$ cat config.mk
export PLATFORM = sky130hd
export DESIGN_NAME = buffer_mult_seq
export DESIGN_NICKNAME = d
export VERILOG_FILES = /design/src/rtl/buffer_mult_seq.sv
export SDC_FILE = /design/constraint.sdc
export NUM_CORES = 1
export LEC_CHECK = 0
export ABC_AREA = 1
export BUFFER_PORTS_ARGS = -buffer_cell sky130_fd_sc_hd__buf_2
export CORE_AREA = 4 4 75 77
export DETAILED_ROUTE_END_ITERATION = 7
export DIE_AREA = 0 0 79 81
export GPL_TIMING_DRIVEN = 0
export PLACE_DENSITY = 0.76
export SLEW_MARGIN = 20
export SYNTH_ARGS = -nofsm -noshare
export SYNTH_HDL_FRONTEND = slang
export SYNTH_SLANG_ARGS = --single-unit
$ cat constraint.sdc
create_clock -name clk -period 1.7 [get_ports clk]
set_clock_uncertainty 0.2 [all_clocks]
set_input_delay 0.17 -clock clk [delete_from_list [all_inputs] [get_ports clk]]
set_output_delay 0.17 -clock clk [all_outputs]
set_load 0.05 [all_outputs]
$ cat src/rtl/buffer_mult_seq.sv
// rtl/buffer_mult_seq.sv - load/run sequencer for one buffer_mult lane
// Optional dot-product accumulator on acc_out: define BUFFER_MULT_SEQ_ACCUM_EN.
`ifndef CNN_XLEN
`define CNN_XLEN 16
`endif
`ifndef ADDR_B
`define ADDR_B 4
`endif

module buffer_mult_seq #(
  parameter int DATA_WID = `CNN_XLEN,
  parameter int ADDR_B   = `ADDR_B,
  parameter int PIPE_LAT = 2
) (
  input  logic                       clk,
  input  logic                       reset,
  input  logic [ADDR_B:0]            i_cfg_len,
  input  logic                       i_load_start,
  input  logic                       i_run_start,
  input  logic                       i_ld_valid,
  input  logic [DATA_WID-1:0]        i_ld_data,
  output logic                       o_ld_ready,
  input  logic                       i_a_valid,
  input  logic [DATA_WID-1:0]        i_a_data,
  output logic                       o_a_ready,
  output logic                       o_wrb,
  output logic [ADDR_B-1:0]          o_wrb_addr,
  output logic [DATA_WID-1:0]        o_wrb_data,
  output logic [ADDR_B-1:0]          o_rdb_addr,
  output logic [DATA_WID-1:0]        o_mult_a,
  input  logic [DATA_WID-1:0]        i_prod_data,
  output logic                       o_res_valid,
  output logic [DATA_WID-1:0]        o_res_data,
  output logic                       o_busy,
  output logic                       o_done,
  output logic [DATA_WID+ADDR_B-1:0] o_acc_out
);

  typedef enum logic [2:0] {
    S_IDLE  = 3'd0,
    S_LOAD  = 3'd1,
    S_RUN   = 3'd2,
    S_DRAIN = 3'd3,
    S_DONE  = 3'd4
  } state_t;

  state_t              r_state;
  state_t              w_next;
  logic [ADDR_B:0]     r_cnt;
  logic [ADDR_B:0]     r_len;
  logic [ADDR_B:0]     w_cnt_inc;
  logic [PIPE_LAT-1:0] r_vpipe;
  logic [PIPE_LAT-1:0] w_vpipe_next;
  logic [ADDR_B-1:0]   r_rdb_hold;
  logic                w_more;
  logic                w_last;
  logic                w_ld_acc;
  logic                w_a_acc;
  logic                w_start;

  assign w_cnt_inc    = r_cnt + {{ADDR_B{1'b0}}, 1'b1};
  assign w_more       = (r_cnt < r_len);
  assign w_last       = (w_cnt_inc == r_len);
  assign w_ld_acc     = (r_state == S_LOAD) && w_more && i_ld_valid;
  assign w_a_acc      = (r_state == S_RUN) && w_more && i_a_valid;
  assign w_start      = (r_state == S_IDLE) && (i_load_start || i_run_start);
  assign w_vpipe_next = {r_vpipe[PIPE_LAT-2:0], w_a_acc};

  always_ff @(posedge clk) begin
    if (reset) begin
      r_state <= S_IDLE;
    end else begin
      r_state <= w_next;
    end
  end

  // Drain exits when the pipe will be empty next cycle, so done lands right after the last result.
  always_comb begin
    w_next = r_state;
    case (r_state)
      S_IDLE: begin
        if (i_load_start)     w_next = S_LOAD;
        else if (i_run_start) w_next = S_RUN;
      end
      S_LOAD: begin
        if (!w_more || (w_ld_acc && w_last)) w_next = S_IDLE;
      end
      S_RUN: begin
        if (!w_more)                 w_next = S_DONE;
        else if (w_a_acc && w_last)  w_next = S_DRAIN;
      end
      S_DRAIN: begin
        if (w_vpipe_next == '0) w_next = S_DONE;
      end
      S_DONE:  w_next = S_IDLE;
      default: w_next = S_IDLE;
    endcase
  end

  always_comb begin
    o_ld_ready = 1'b0;
    o_wrb      = 1'b0;
    o_wrb_addr = '0;
    o_wrb_data = '0;
    o_a_ready  = 1'b0;
    o_rdb_addr = r_rdb_hold;
    o_mult_a   = '0;
    o_busy     = (r_state != S_IDLE);
    o_done     = (r_state == S_DONE);
    if (r_state == S_LOAD) begin
      o_ld_ready = w_more;
      o_wrb      = w_ld_acc;
      o_wrb_addr = r_cnt[ADDR_B-1:0];
      o_wrb_data = i_ld_data;
    end
    if (r_state == S_RUN) begin
      o_a_ready  = w_more;
      o_rdb_addr = r_cnt[ADDR_B-1:0];
      o_mult_a   = i_a_data;
    end
  end

  always_ff @(posedge clk) begin
    if (reset) begin
      r_cnt      <= '0;
      r_len      <= '0;
      r_vpipe    <= '0;
      r_rdb_hold <= '0;
    end else begin
      r_vpipe <= w_vpipe_next;
      if (w_start) begin
        r_len <= i_cfg_len;
        r_cnt <= '0;
      end else if (w_ld_acc || w_a_acc) begin
        r_cnt <= w_cnt_inc;
      end
      if (r_state == S_RUN) begin
        r_rdb_hold <= r_cnt[ADDR_B-1:0];
      end
    end
  end

  assign o_res_valid = r_vpipe[PIPE_LAT-1];
  assign o_res_data  = i_prod_data;

`ifdef BUFFER_MULT_SEQ_ACCUM_EN
  logic [DATA_WID+ADDR_B-1:0] r_acc;

  always_ff @(posedge clk) begin
    if (reset) begin
      r_acc <= '0;
    end else if ((r_state == S_IDLE) && !i_load_start && i_run_start) begin
      r_acc <= '0;
    end else if (o_res_valid) begin
      r_acc <= r_acc + {{ADDR_B{i_prod_data[DATA_WID-1]}}, i_prod_data};
    end
  end

  assign o_acc_out = r_acc;
`else
  assign o_acc_out = '0;
`endif

endmodule

==> impl_metrics.csv <==
group,metric,value,unit
floorplanning,io-pin-count,141,
place,io_buffers,103,
pwr,irDropWorstVdd,1.22,mV
floorplanning,fp.dieArea,6400,µm²
global_route,grt_pass1_wl,11200,µm
timing,slew_headroom,63.5,%
cells_and_area,final_util,70.7,%
timing,worst_pin_slew,0.548,ns
global_route,overflow,0,
clock_network,root_buffer,"clkbuf_8",
floorplanning,initial_core_util,34.5,%
setup_path,crit_arrival,2.20,ns
place,globalplace.congestion,0.793,
clock_network,cts_sinks,19,
clock_network,cts_tree,"yes",
floorplanning,die_w,79,µm
cells_and_area,syn2layout_area_growth,105,%
synth,ys_types,29,
detailed_routing,first_pass_iters,5,
pwr,powerDensity,1740,nW/µm²
timing,fmax,446,MHz
setup_path,end_kind,"register",
global_route,grt_pass1_vias,2462,
run_status,outcome,"finished with violations",
timing,hold_violations,0,
pwr,p_sw_share,56.0,%
floorplanning,core.rowCount,26,
pwr,power_frac_seq,11.9,%
pwr,power_frac_comb,82.8,%
detailed_routing,final_antenna_net_count,0,
pwr,p_int,0.00270,W
detailed_routing,drc,0,
pwr,p_leak,1.84,nW
synth,ys_seq_area_share,22.0,%
pwr,p_clk_share,5.4,%
timing,setup_violations,52,
setup_path,cp.required,1.66,ns
detailed_routing,finalWirelength,8440,µm
timing,fin_crit,2.24,ns
flow_run,maxCapViolations,0,
synth,synth-seq-cells,19,
timing,slew_viol_final,0,
cells_and_area,drive_gt1_share,68.1,%
floorplanning,core_area,5010,µm²
clock_network,numCtsBuffers,3,
pwr,switchingPower,0.00344,W
timing,rsz0062_at_grt,"true",
timing,fin_ws,-0.541,ns
global_route,grt_max_degree,12,
setup_path,startpoint_type,"register",
clock_network,clock_latency,0.27,ns
timing,period_share,132,%
timing,whs,0.00597,ns
detailed_routing,wire_per_inst,16.6,µm
global_route,grt_antenna_before_repair,0,
floorplanning,die_h,81,µm
setup_path,crit_fanout,3,
synth,syn_avg_cell_area,6.21,µm²
global_route,grt_usage,21.8,%
synth,netlist_area,1730,µm²
timing,setup_tns,-8.67,ns
synth,syn_inst,278,
detailed_routing,num_vias,2491,
clock_network,cts.htree.levels,1,
clock_network,clock_path_buffers,2,
place,dp_hpwl,4180,µm
clock_network,cts.clk_slew.worst_paths,0.07,ns
hold_path,hp-class,"input port to register",
detailed_routing,drt-initial-drc-count,197,
run_status,violations,"negative setup slack",
synth,ys_warn_count,0,
cells_and_area,diodes,0,
setup_path,crit_type,"register to register",
detailed_routing,via_per_inst,4.89,
cells_and_area,final_nets,505,
[cells in the mapped netlist]
library cell | number | share of area, %
nand3_1 | 11 | 3.2
nand3_2 | 3 | 1.7
a21oi_1 | 17 | 4.9
nor3_1 | 1 | 0.29
or2_2 | 5 | 1.8
a21o_1 | 1 | 0.43
nor2_1 | 47 | 10
o21ai_1 | 4 | 1.2
a21oi_2 | 1 | 0.51
buf_6 | 1 | 0.65
a211oi_1 | 4 | 1.7
o21ai_0 | 5 | 1.4
inv_1 | 57 | 12
clkbuf_1 | 3 | 0.65
nor2_2 | 4 | 1.4
nand2_2 | 5 | 1.8
nand4_1 | 6 | 2.2
nand2_4 | 1 | 0.65
buf_2 | 1 | 0.29
dfxtp_1 | 19 | 22
buf_4 | 36 | 16
ha_1 | 6 | 4.3
nand2_1 | 28 | 6.1
conb_1 | 1 | 0.22
buf_1 | 1 | 0.22
inv_4 | 1 | 0.36
nor3_2 | 2 | 1.2
nor2_4 | 2 | 1.3
inv_2 | 5 | 1.1
[metal layers]
layer	vias to the layer above	global-route usage (%)	part of all wire [%]
li1	1112	-	-
met1	1166	24.9	35
met2	169	38.6	51
met3	44	4.21	8.4
met4	0	11.0	5.0
met5	-	0	0
[registers in the layout (all words and copies together), names as in the netlist]
signal	flops
r_rdb_hold	4
r_state	3
r_vpipe	2
r_cnt	5
r_len	5
[cell usage in the layout (no fill, tap or decap), types with 3 or more instances in the layout]
cell      instances
a211oi_1          3
a21oi_1          11
a21oi_2           5
buf_2            60
buf_4            65
buf_6            37
buf_8            14
clkbuf_8          3
conb_1           20
dfxtp_1           7
dfxtp_2           8
dfxtp_4           4
ha_4              5
inv_1            46
inv_2            11
inv_4             4
nand2_1          21
nand2_2          10
nand2_4           3
nand3_1           7
nand3_2           6
nand4_1           6
nor2_1            9
nor2_2           22
nor2_4           22
o21ai_0           5
o21ai_2           3
or2_4             4
[cells by family (layout without fill, tap and decap cells)]
kind of cell,count (synthesis),after routing,share of synthesized area [%]
simple gates,115,115,31.9
buf+inv,105,247,31.3
compound gates,32,32,10.2
flops,19,19,22.0
fa+ha+maj,6,6,4.35
other cells,1,20,0.217
[worst max-delay path, cell delays in order, from the launching register on]
cell,delay [ns]
dfxtp_2,0.35
inv_2,0.06
ha_4,0.27
nand3_2,0.08
nor2_2,0.12
nor2_2,0.06
buf_4,0.14
nand4_1,0.16
nand2_1,0.11
a21oi_2,0.21
nand4_1,0.16
nand2_1,0.14
nor2_1,0.06
[power groups by stage]
stage | Clock [W] | Sequential [W] | Combinational, W
global route | 0.000345 | 0.000743 | 0.00530
floorplan | 0 | 0.000675 | 0.00259
global placement | 0 | 0.000686 | 0.00313
finish | 0.000329 | 0.000730 | 0.00509
detailed placement | 0 | 0.000691 | 0.00318
CTS | 0.000316 | 0.000695 | 0.00438
[per-stage QoR]
| step | area, µm² | total power (W) | worst slack (ns) | cells |
|---|---|---|---|---|
| 2_1_floorplan | 1970 | 0.00327 | -0.351 | 297 |
| 3_3_place_gp | 2570 | 0.00382 | -0.276 | 470 |
| 3_5_place_dp | 2570 | 0.00387 | -0.317 | 470 |
| 4_1_cts | 3350 | 0.00539 | -0.367 | 506 |
| 5_1_grt | 3540 | 0.00639 | -0.558 | 509 |
| 6_report | 3540 | 0.00615 | -0.541 | 509 |
[area by class of cell]
| cell class | count | area [µm²] |
|---|---|---|
| fill | 318 | 1470 |
| clock inverter | 1 | 5.00 |
| multi-input combinational | 173 | 1270 |
| clock buffer | 3 | 41.3 |
| tap | 70 | 87.6 |
| sequential | 19 | 405 |
| inverter | 63 | 255 |
| buffer | 42 | 347 |
| timing repair buffer | 138 | 1130 |
[worst paths after layout]
path                              to  cells past startpoint                   from  slack (ns)
max reg2reg  r_state[1]$_SDFFE_PP0P_                     12  r_len[2]$_SDFFE_PP0P_       -0.54
max          r_state[1]$_SDFFE_PP0P_                     12  r_len[2]$_SDFFE_PP0P_       -0.54
min reg2reg    r_len[1]$_SDFFE_PP0P_                      2  r_len[1]$_SDFFE_PP0P_        0.32
min            r_len[4]$_SDFFE_PP0P_                      3           i_cfg_len[4]       0.006
[repair_timing]
item / in CTS / in global routing
pin swaps: 23 / 12
setup endpoints to repair: 51 / 59
cloned: 1 / 0
resized for setup: 148 / 49
hold endpoints to repair: 1 / 0
hold buffers: 1 / 0
setup buffers: 30 / 4
No activity file was read; power rests on OpenSTA's default activity.
